[config.mk]
export PLATFORM = sky130hd
export DESIGN_NAME = riscv_commit_tracer_flat
export DESIGN_NICKNAME = d
export VERILOG_FILES = /design/src/rtl/riscv_commit_tracer_if.sv /design/src/rtl/riscv_commit_tracer.sv /design/src/flat_wrapper.sv
export SDC_FILE = /design/constraint.sdc
export NUM_CORES = 2
export LEC_CHECK = 0
export BUFFER_PORTS_ARGS = -buffer_cell sky130_fd_sc_hd__clkbuf_2
export CORE_ASPECT_RATIO = 1.2
export CORE_MARGIN = 3
export CORE_UTILIZATION = 40
export DETAILED_ROUTE_END_ITERATION = 10
export PLACE_DENSITY_LB_ADDON = 0.3
export SYNTH_ARGS = -nofsm -noshare
export SYNTH_HDL_FRONTEND = slang
export SYNTH_SLANG_ARGS = --single-unit
[constraint.sdc]
create_clock -name clk -period 92 [get_ports clk]
set_input_delay 27.6 -clock clk [delete_from_list [all_inputs] [get_ports clk]]
set_output_delay 27.6 -clock clk [all_outputs]
set_load 0.03 [all_outputs]
[src/rtl/riscv_commit_tracer_if.sv]
// Retire-side inputs, trace stream and status of the commit tracer bundled as one port.
// master = tracer (drives trace/status), slave = core + consumer side.
interface riscv_commit_tracer_if #(
  parameter int DEPTH = 8,
  parameter int SEQ_W = 16
);
  logic                     retire_valid;
  logic [31:0]              pc;
  logic [4:0]               rd_addr;
  logic                     regWrite;
  logic [31:0]              write_back_data;
  logic                     mem_write;
  logic [31:0]              mem_addr;
  logic [31:0]              mem_wdata;

  logic                     trace_valid;
  logic                     trace_ready;
  logic [1:0]               trace_kind;
  logic [31:0]              trace_pc;
  logic [4:0]               trace_rd;
  logic [31:0]              trace_addr;
  logic [31:0]              trace_data;
  logic [SEQ_W-1:0]         trace_seq;

  logic [$clog2(DEPTH):0]   fifo_level;
  logic                     overflow;
  logic [7:0]               drop_count;
  logic                     done;

  modport master (
    input  retire_valid, pc, rd_addr, regWrite, write_back_data,
           mem_write, mem_addr, mem_wdata, trace_ready,
    output trace_valid, trace_kind, trace_pc, trace_rd, trace_addr,
           trace_data, trace_seq, fifo_level, overflow, drop_count, done
  );

  modport slave (
    output retire_valid, pc, rd_addr, regWrite, write_back_data,
           mem_write, mem_addr, mem_wdata, trace_ready,
    input  trace_valid, trace_kind, trace_pc, trace_rd, trace_addr,
           trace_data, trace_seq, fifo_level, overflow, drop_count, done
  );
endinterface

[src/rtl/riscv_commit_tracer.sv]
// Encodes retired instructions into tagged trace records, buffers them, and streams them out.
// One cycle from retire to trace_valid when empty; full FIFO drops records, trace_* hold while not ready.
module riscv_commit_tracer #(
  parameter int          DEPTH  = 8,
  parameter logic [31:0] END_PC = 32'h080,
  parameter int          SEQ_W  = 16
) (
  input logic                   clk,
  input logic                   reset,
  riscv_commit_tracer_if.master tif
);

  localparam int AW = $clog2(DEPTH);

  localparam logic [1:0] K_REG     = 2'd0;
  localparam logic [1:0] K_STORE   = 2'd1;
  localparam logic [1:0] K_NOWRITE = 2'd2;
  localparam logic [1:0] K_END     = 2'd3;

  typedef enum logic [1:0] {S_RUN, S_DRAIN, S_DONE} state_t;

  typedef struct packed {
    logic [1:0]       kind;
    logic [31:0]      pc;
    logic [4:0]       rd;
    logic [31:0]      addr;
    logic [31:0]      data;
    logic [SEQ_W-1:0] seq;
  } rec_t;

  state_t           state_q, state_d;
  logic             end_pending_q, end_pending_d;
  logic [SEQ_W-1:0] seq_q, seq_d;
  rec_t             mem_q [DEPTH];
  logic [AW-1:0]    wr_ptr_q, rd_ptr_q;
  logic [AW:0]      count_q, count_d;
  logic             overflow_q;
  logic [7:0]       drop_cnt_q;

  rec_t new_rec;
  rec_t head;
  rec_t out_rec;
  logic empty, full, pop, can_push, push, drop;

  assign empty    = (count_q == '0);
  assign full     = (count_q == (AW+1)'(DEPTH));
  assign head     = mem_q[rd_ptr_q];
  assign pop      = !empty && tif.trace_ready;
  assign can_push = !full || pop;

  always_comb begin
    new_rec = '0;
    if (state_q == S_RUN) begin
      new_rec.pc  = tif.pc;
      new_rec.seq = seq_q;
      // A write to x0 is architecturally invisible, so it is classed as NOWRITE.
      if (tif.regWrite && (tif.rd_addr != 5'd0)) begin
        new_rec.kind = K_REG;
        new_rec.rd   = tif.rd_addr;
        new_rec.data = tif.write_back_data;
      end else if (tif.mem_write) begin
        new_rec.kind = K_STORE;
        new_rec.addr = tif.mem_addr;
        new_rec.data = tif.mem_wdata;
      end else begin
        new_rec.kind = K_NOWRITE;
      end
    end else begin
      new_rec.kind = K_END;
      new_rec.pc   = END_PC;
      new_rec.seq  = seq_q;
    end
  end

  always_comb begin
    state_d       = state_q;
    end_pending_d = end_pending_q;
    seq_d         = seq_q;
    push          = 1'b0;
    drop          = 1'b0;
    unique case (state_q)
      S_RUN: begin
        if (tif.retire_valid) begin
          seq_d = seq_q + SEQ_W'(1);
          if (can_push) push = 1'b1;
          else          drop = 1'b1;
          if (tif.pc == END_PC) begin
            end_pending_d = 1'b1;
            state_d       = S_DRAIN;
          end
        end
      end
      S_DRAIN: begin
        if (end_pending_q && can_push) begin
          push          = 1'b1;
          end_pending_d = 1'b0;
        end
        if (pop && (head.kind == K_END)) state_d = S_DONE;
      end
      S_DONE: ;
      default: state_d = S_RUN;
    endcase
  end

  always_comb begin
    count_d = count_q;
    case ({push, pop})
      2'b10:   count_d = count_q + (AW+1)'(1);
      2'b01:   count_d = count_q - (AW+1)'(1);
      default: count_d = count_q;
    endcase
  end

  always_ff @(posedge clk or posedge reset) begin
    if (reset) begin
      state_q       <= S_RUN;
      end_pending_q <= 1'b0;
      seq_q         <= '0;
      wr_ptr_q      <= '0;
      rd_ptr_q      <= '0;
      count_q       <= '0;
      overflow_q    <= 1'b0;
      drop_cnt_q    <= '0;
      for (int i = 0; i < DEPTH; i++) mem_q[i] <= '0;
    end else begin
      state_q       <= state_d;
      end_pending_q <= end_pending_d;
      seq_q         <= seq_d;
      count_q       <= count_d;
      if (push) begin
        mem_q[wr_ptr_q] <= new_rec;
        wr_ptr_q        <= wr_ptr_q + AW'(1);
      end
      if (pop) rd_ptr_q <= rd_ptr_q + AW'(1);
      if (drop) begin
        overflow_q <= 1'b1;
        if (drop_cnt_q != 8'hFF) drop_cnt_q <= drop_cnt_q + 8'd1;
      end
    end
  end

  // Stale entries behind the head are masked so an empty FIFO presents all-zero fields.
  assign out_rec = empty ? '0 : head;

  assign tif.trace_valid = !empty;
  assign tif.trace_kind  = out_rec.kind;
  assign tif.trace_pc    = out_rec.pc;
  assign tif.trace_rd    = out_rec.rd;
  assign tif.trace_addr  = out_rec.addr;
  assign tif.trace_data  = out_rec.data;
  assign tif.trace_seq   = out_rec.seq;
  assign tif.fifo_level  = count_q;
  assign tif.overflow    = overflow_q;
  assign tif.drop_count  = drop_cnt_q;
  assign tif.done        = (state_q == S_DONE);

endmodule
[src/flat_wrapper.sv]
// flat-port wrapper written by rule: the top's interface ports become plain ports
module riscv_commit_tracer_flat 
#(
  parameter int          DEPTH  = 8,
  parameter logic [31:0] END_PC = 32'h080,
  parameter int          SEQ_W  = 16
)
  (clk, reset, tif_retire_valid, tif_pc, tif_rd_addr, tif_regWrite, tif_write_back_data, tif_mem_write, tif_mem_addr, tif_mem_wdata, tif_trace_ready, tif_trace_valid, tif_trace_kind, tif_trace_pc, tif_trace_rd, tif_trace_addr, tif_trace_data, tif_trace_seq, tif_fifo_level, tif_overflow, tif_drop_count, tif_done);
  riscv_commit_tracer_if #(.DEPTH(DEPTH), .SEQ_W(SEQ_W)) tif_i ();
  input logic clk;
  input logic reset;
  input wire logic [$bits(tif_i.retire_valid)-1:0] tif_retire_valid;
  input wire logic [$bits(tif_i.pc)-1:0] tif_pc;
  input wire logic [$bits(tif_i.rd_addr)-1:0] tif_rd_addr;
  input wire logic [$bits(tif_i.regWrite)-1:0] tif_regWrite;
  input wire logic [$bits(tif_i.write_back_data)-1:0] tif_write_back_data;
  input wire logic [$bits(tif_i.mem_write)-1:0] tif_mem_write;
  input wire logic [$bits(tif_i.mem_addr)-1:0] tif_mem_addr;
  input wire logic [$bits(tif_i.mem_wdata)-1:0] tif_mem_wdata;
  input wire logic [$bits(tif_i.trace_ready)-1:0] tif_trace_ready;
  output wire logic [$bits(tif_i.trace_valid)-1:0] tif_trace_valid;
  output wire logic [$bits(tif_i.trace_kind)-1:0] tif_trace_kind;
  output wire logic [$bits(tif_i.trace_pc)-1:0] tif_trace_pc;
  output wire logic [$bits(tif_i.trace_rd)-1:0] tif_trace_rd;
  output wire logic [$bits(tif_i.trace_addr)-1:0] tif_trace_addr;
  output wire logic [$bits(tif_i.trace_data)-1:0] tif_trace_data;
  output wire logic [$bits(tif_i.trace_seq)-1:0] tif_trace_seq;
  output wire logic [$bits(tif_i.fifo_level)-1:0] tif_fifo_level;
  output wire logic [$bits(tif_i.overflow)-1:0] tif_overflow;
  output wire logic [$bits(tif_i.drop_count)-1:0] tif_drop_count;
  output wire logic [$bits(tif_i.done)-1:0] tif_done;
  assign tif_i.retire_valid = tif_retire_valid;
  assign tif_i.pc = tif_pc;
  assign tif_i.rd_addr = tif_rd_addr;
  assign tif_i.regWrite = tif_regWrite;
  assign tif_i.write_back_data = tif_write_back_data;
  assign tif_i.mem_write = tif_mem_write;
  assign tif_i.mem_addr = tif_mem_addr;
  assign tif_i.mem_wdata = tif_mem_wdata;
  assign tif_i.trace_ready = tif_trace_ready;
  assign tif_trace_valid = tif_i.trace_valid;
  assign tif_trace_kind = tif_i.trace_kind;
  assign tif_trace_pc = tif_i.trace_pc;
  assign tif_trace_rd = tif_i.trace_rd;
  assign tif_trace_addr = tif_i.trace_addr;
  assign tif_trace_data = tif_i.trace_data;
  assign tif_trace_seq = tif_i.trace_seq;
  assign tif_fifo_level = tif_i.fifo_level;
  assign tif_overflow = tif_i.overflow;
  assign tif_drop_count = tif_i.drop_count;
  assign tif_done = tif_i.done;
  riscv_commit_tracer #(.DEPTH(DEPTH), .END_PC(END_PC), .SEQ_W(SEQ_W)) u_core (.clk(clk), .reset(reset), .tif(tif_i));
endmodule
==> out/qor.txt <==
=========================================================================================
Clock-pin slew of the registers on the worst-case setup and hold paths            0.06 ns
Net switching fraction of the power                                                 35.7%
Yosys warning total                                                                     0
Layout Nets                                                                         3,293
Critical path startpoint category                                                register
Antenna-violating nets left                                                             0
Number of global-route vias before repair                                          28,600
Slew Limit Fails                                                                        0
Final setup skew                                                                0.0238 ns
Setup TNS after final layout                                                         0 ns
Fin cells                                                                           4,729
Leading cell types by total area after synthesis                             sky130_fd_sc_hd__dfrtp_1 (54%), sky130_fd_sc_hd__mux2_2 (17%), sky130_fd_sc_hd__mux4_2 (12%)
# IOs                                                                                 273
Remaining global-route overflow                                                         0
Diodes inserted                                                                         0
Run status                                                                   finished clean
Achievable clock frequency                                                       30.9 MHz
Net switching power                                                              0.696 mW
First drt pass iteration count                                                          7
Avg WL per Cell                                                                   24.3 um
Row cnt                                                                               134
Max capacitance violation total                                                         0
Share of synthesized area occupied by flip-flops and latches                        54.4%
Longest individual stage delay on the worst path                                  1.16 ns
Port bufs                                                                             272
Maximum buffer depth of the clock tree                                                  3
Endpoint type of the worst setup path                                          output pin
Overall routing resource usage                                                      19.6%
Dpl ws                                                                           60.23 ns
Number of setup buffers added after CTS                                                 0
Total placed cells including tap cells                                              4,536
Slew of the pin with the lowest slew margin                                       1.18 ns
Synthesized instance count                                                          3,034
Num CTS Buffers                                                                       105
Worst hold margin                                                                0.485 ns
Clock Tree Root                                                              sky130_fd_sc_hd__clkbuf_16
Final Wtd Congestion                                                                0.734
Number of flip-flops and latches in the synthesized netlist                           990
Area Overhead vs Synth                                                              13.0%
Required time of the critical path                                               64.40 ns
Post-route worst setup slack                                                     59.61 ns
Mean post-synth cell area                                                      15.0 sq um
Cells traversed along the worst timing path                                  buf_4, buf_4, mux4_2, mux2i_1, nor2_1, clkbuf_2
CP most frequent cell                                                        sky130_fd_sc_hd__buf_4
Pin count of the biggest net entering global routing                                  180
Synthesized area                                                             0.0455 sq mm
Cell taking the most area after synthesis                                    sky130_fd_sc_hd__dfrtp_1
Hold Crit Endpoint                                                           u_core.mem_q[627]
Skew-Pair Late Insertion Delay                                                    0.72 ns
Core Util, Final                                                                    45.9%
Number of antenna violations at the first check in global routing                       0
Launch instance of the worst min-delay path                                  u_core.mem_q[627]
Num Clock Sinks                                                                       990
Number of remaining DRC errors                                                          0
Max_slew headroom                                                                   21.4%
Number of vias per cell after detailed routing                                       5.64
Crit Path Class                                                                   reg2out
# H-tree levels                                                                         3
Clock power share                                                                   23.3%
Proportion of power drawn by flip-flops and latches                                 37.1%
Post-synth top flop                                                          sky130_fd_sc_hd__dfrtp_1
Time the worst path needs with I/O delays and setup                              32.39 ns
Max Fanout on Critical Path                                                            56
Distinct cell type count of the synthesized netlist                                    47
Die Ht                                                                             376 um
Count of buffer and inverter cells on the critical path                                 3
Count of filler cells inserted in the layout                                        9,835
Unrepaired setup endpoints after global routing                                     false
Post-CTS sizing                                                                         0
Final worst-path cycle share                                                        35.2%
Iteration-0 DRC Markers                                                             1,760
Pwr per Cell Area                                                            38.0 mW/mm^2
Total die area                                                                0.118 sq mm
EDFF count, synth                                                                       0
CP arrival                                                                        4.79 ns
DIE WIDTH                                                                          314 um
Vias after detailed routing                                                        26,700
Internal Dissipation                                                              1.26 mW
Reg-to-reg critical path startpoint                                          u_core.state_q[0]
Hold Vio Cnt, Final                                                                     0
Core outline area                                                             0.112 sq mm
Top Family by Delay on Critical Path                                         buffers and inverters
Most frequent cells in the layout                                            sky130_fd_sc_hd__dfrtp_1 (987), sky130_fd_sc_hd__mux2_2 (695), sky130_fd_sc_hd__clkbuf_2 (272), sky130_fd_sc_hd__o2bb2ai_1 (256), sky130_fd_sc_hd__mux4_2 (236)
Static leakage power                                                              23.4 nW
Share of the synthesized area in the top cell type                                  54.4%
Clock tree from TritonCTS                                                           built
Internal reg-to-reg setup slack                                                  87.86 ns
Wire length of the first global-routing pass                                       178 mm
Fraction of final layout cells sized beyond drive strength 1                        45.2%
Class of the tightest hold or removal check                                       reg2reg
DP HPWL                                                                           63.8 mm
Wire length reported by the detailed router                                        115 mm
Total of endpoints with negative setup slack in the final report                        0
Worst Reg-to-Reg Cells                                                                  6
Worst supply voltage drop on vdd                                                0.0294 mV
Initial Util                                                                        40.6%
Number of cells on the worst hold path                                                  1
Worst r2r dst                                                                u_core.mem_q[526]
Total nets after synthesis                                                          3,180
Most common cell after layout, fill and taps aside                           sky130_fd_sc_hd__dfrtp_1
Number of hold-repair buffers added at the cts stage                                    0
Critical path's slowest cell                                                 sky130_fd_sc_hd__dfrtp_4
Combinational Power Share                                                           39.6%
Proportion of register bits with asynchronous set or reset after synthesis           100%
=========================================================================================
## cell type report
| type | count | area (sq um) | share of cell area, % |
|---|---|---|---|
| Clock buffer | 147 | 3090 | 6.00 |
| Clock inverter | 46 | 648 | 1.26 |
| Inverter | 8 | 37.5 | 0.0730 |
| Multi-Input combinational cell | 1720 | 19200 | 37.4 |
| Sequential cell | 990 | 24800 | 48.2 |
| Tap cell | 1496 | 1870 | 3.64 |
| Timing Repair Buffer | 322 | 1770 | 3.45 |
## per-stage QoR
step	power (mW)	cell area [sq um]
floorplan	1.30	45500
global placement	1.50	47700
detailed placement	1.51	47700
CTS	1.97	51400
global route	2.06	51400
finish	1.95	51400
## metal layers
metal	GRT usage (%)	part of all wire (%)
met1	27.1	45
met2	31.6	48
met3	3.77	5.1
met4	5.48	2.1
met5	0	0
## registers in the layout, summed over array words and instances, names as in the netlist
signal	cells
u_core.mem_q	952
u_core.wr_ptr_q	3
u_core.tif.overflow	1
u_core.end_pending_q	1
u_core.seq_q	16
u_core.tif.fifo_level	4
u_core.tif.drop_count	8
u_core.state_q	2
u_core.rd_ptr_q	3
## worst max-delay path by stage
stage                  startpoint                    to  slack (ns)  cells past startpoint
6_report       u_core.rd_ptr_q[0]      tif_trace_seq[1]       59.61                      6
5_1_grt        u_core.rd_ptr_q[0]      tif_trace_seq[1]       59.21                      6
4_1_cts        u_core.rd_ptr_q[0]      tif_trace_seq[1]       59.42                      6
3_5_place_dp   u_core.rd_ptr_q[0]      tif_trace_seq[1]       60.23                      6
3_3_place_gp   u_core.rd_ptr_q[0]    tif_trace_data[25]       60.24                      6
2_1_floorplan               reset  u_core.end_pending_q       36.55                      1
## synth_stat cells, drive strengths merged, types with 2 or more instances
cell type,number
a21oi,2
a2bb2oi,2
and2,66
and3,38
buf,190
clkbuf,126
dfrtp,990
ha,7
inv,8
mux2,702
mux2i,154
mux4,236
nand2,16
nand3,18
nand3b,2
nand4,10
nor2,131
nor2b,8
nor3,11
nor3b,3
nor4,8
o21ai,5
o2bb2ai,256
xnor2,9
xor2,22
## power by group through the flow
stage / clock [mW] / combinational (mW) / sequential, mW
after global routing: 0.484 / 0.830 / 0.745
after floorplan: 0 / 0.617 / 0.686
after global placement: 0 / 0.774 / 0.725
after detailed placement: 0 / 0.785 / 0.728
after CTS: 0.466 / 0.787 / 0.722
final: 0.454 / 0.774 / 0.724
## logic make-up after synthesis
group,share of synthesized area [%]
AOI/OAI and AO/OA,5.23
xor gates and xnor gates,0.596
adders and majority gates,0.192
buffers and inverters,3.62
DFF,54.4
muxes,32.4
and+or+nand+nor,3.54
## worst register-to-register path: cells and delay by family, from the launching register on
family                 cells  cell delay (ns)
AOI/OAI and AO/OA          1             0.98
muxes                      2             0.72
and+or+nand+nor            1             0.58
buffers and inverters      2             1.16
DFF                        1             0.58
Note: power is estimated with default switching activity, not from simulation.
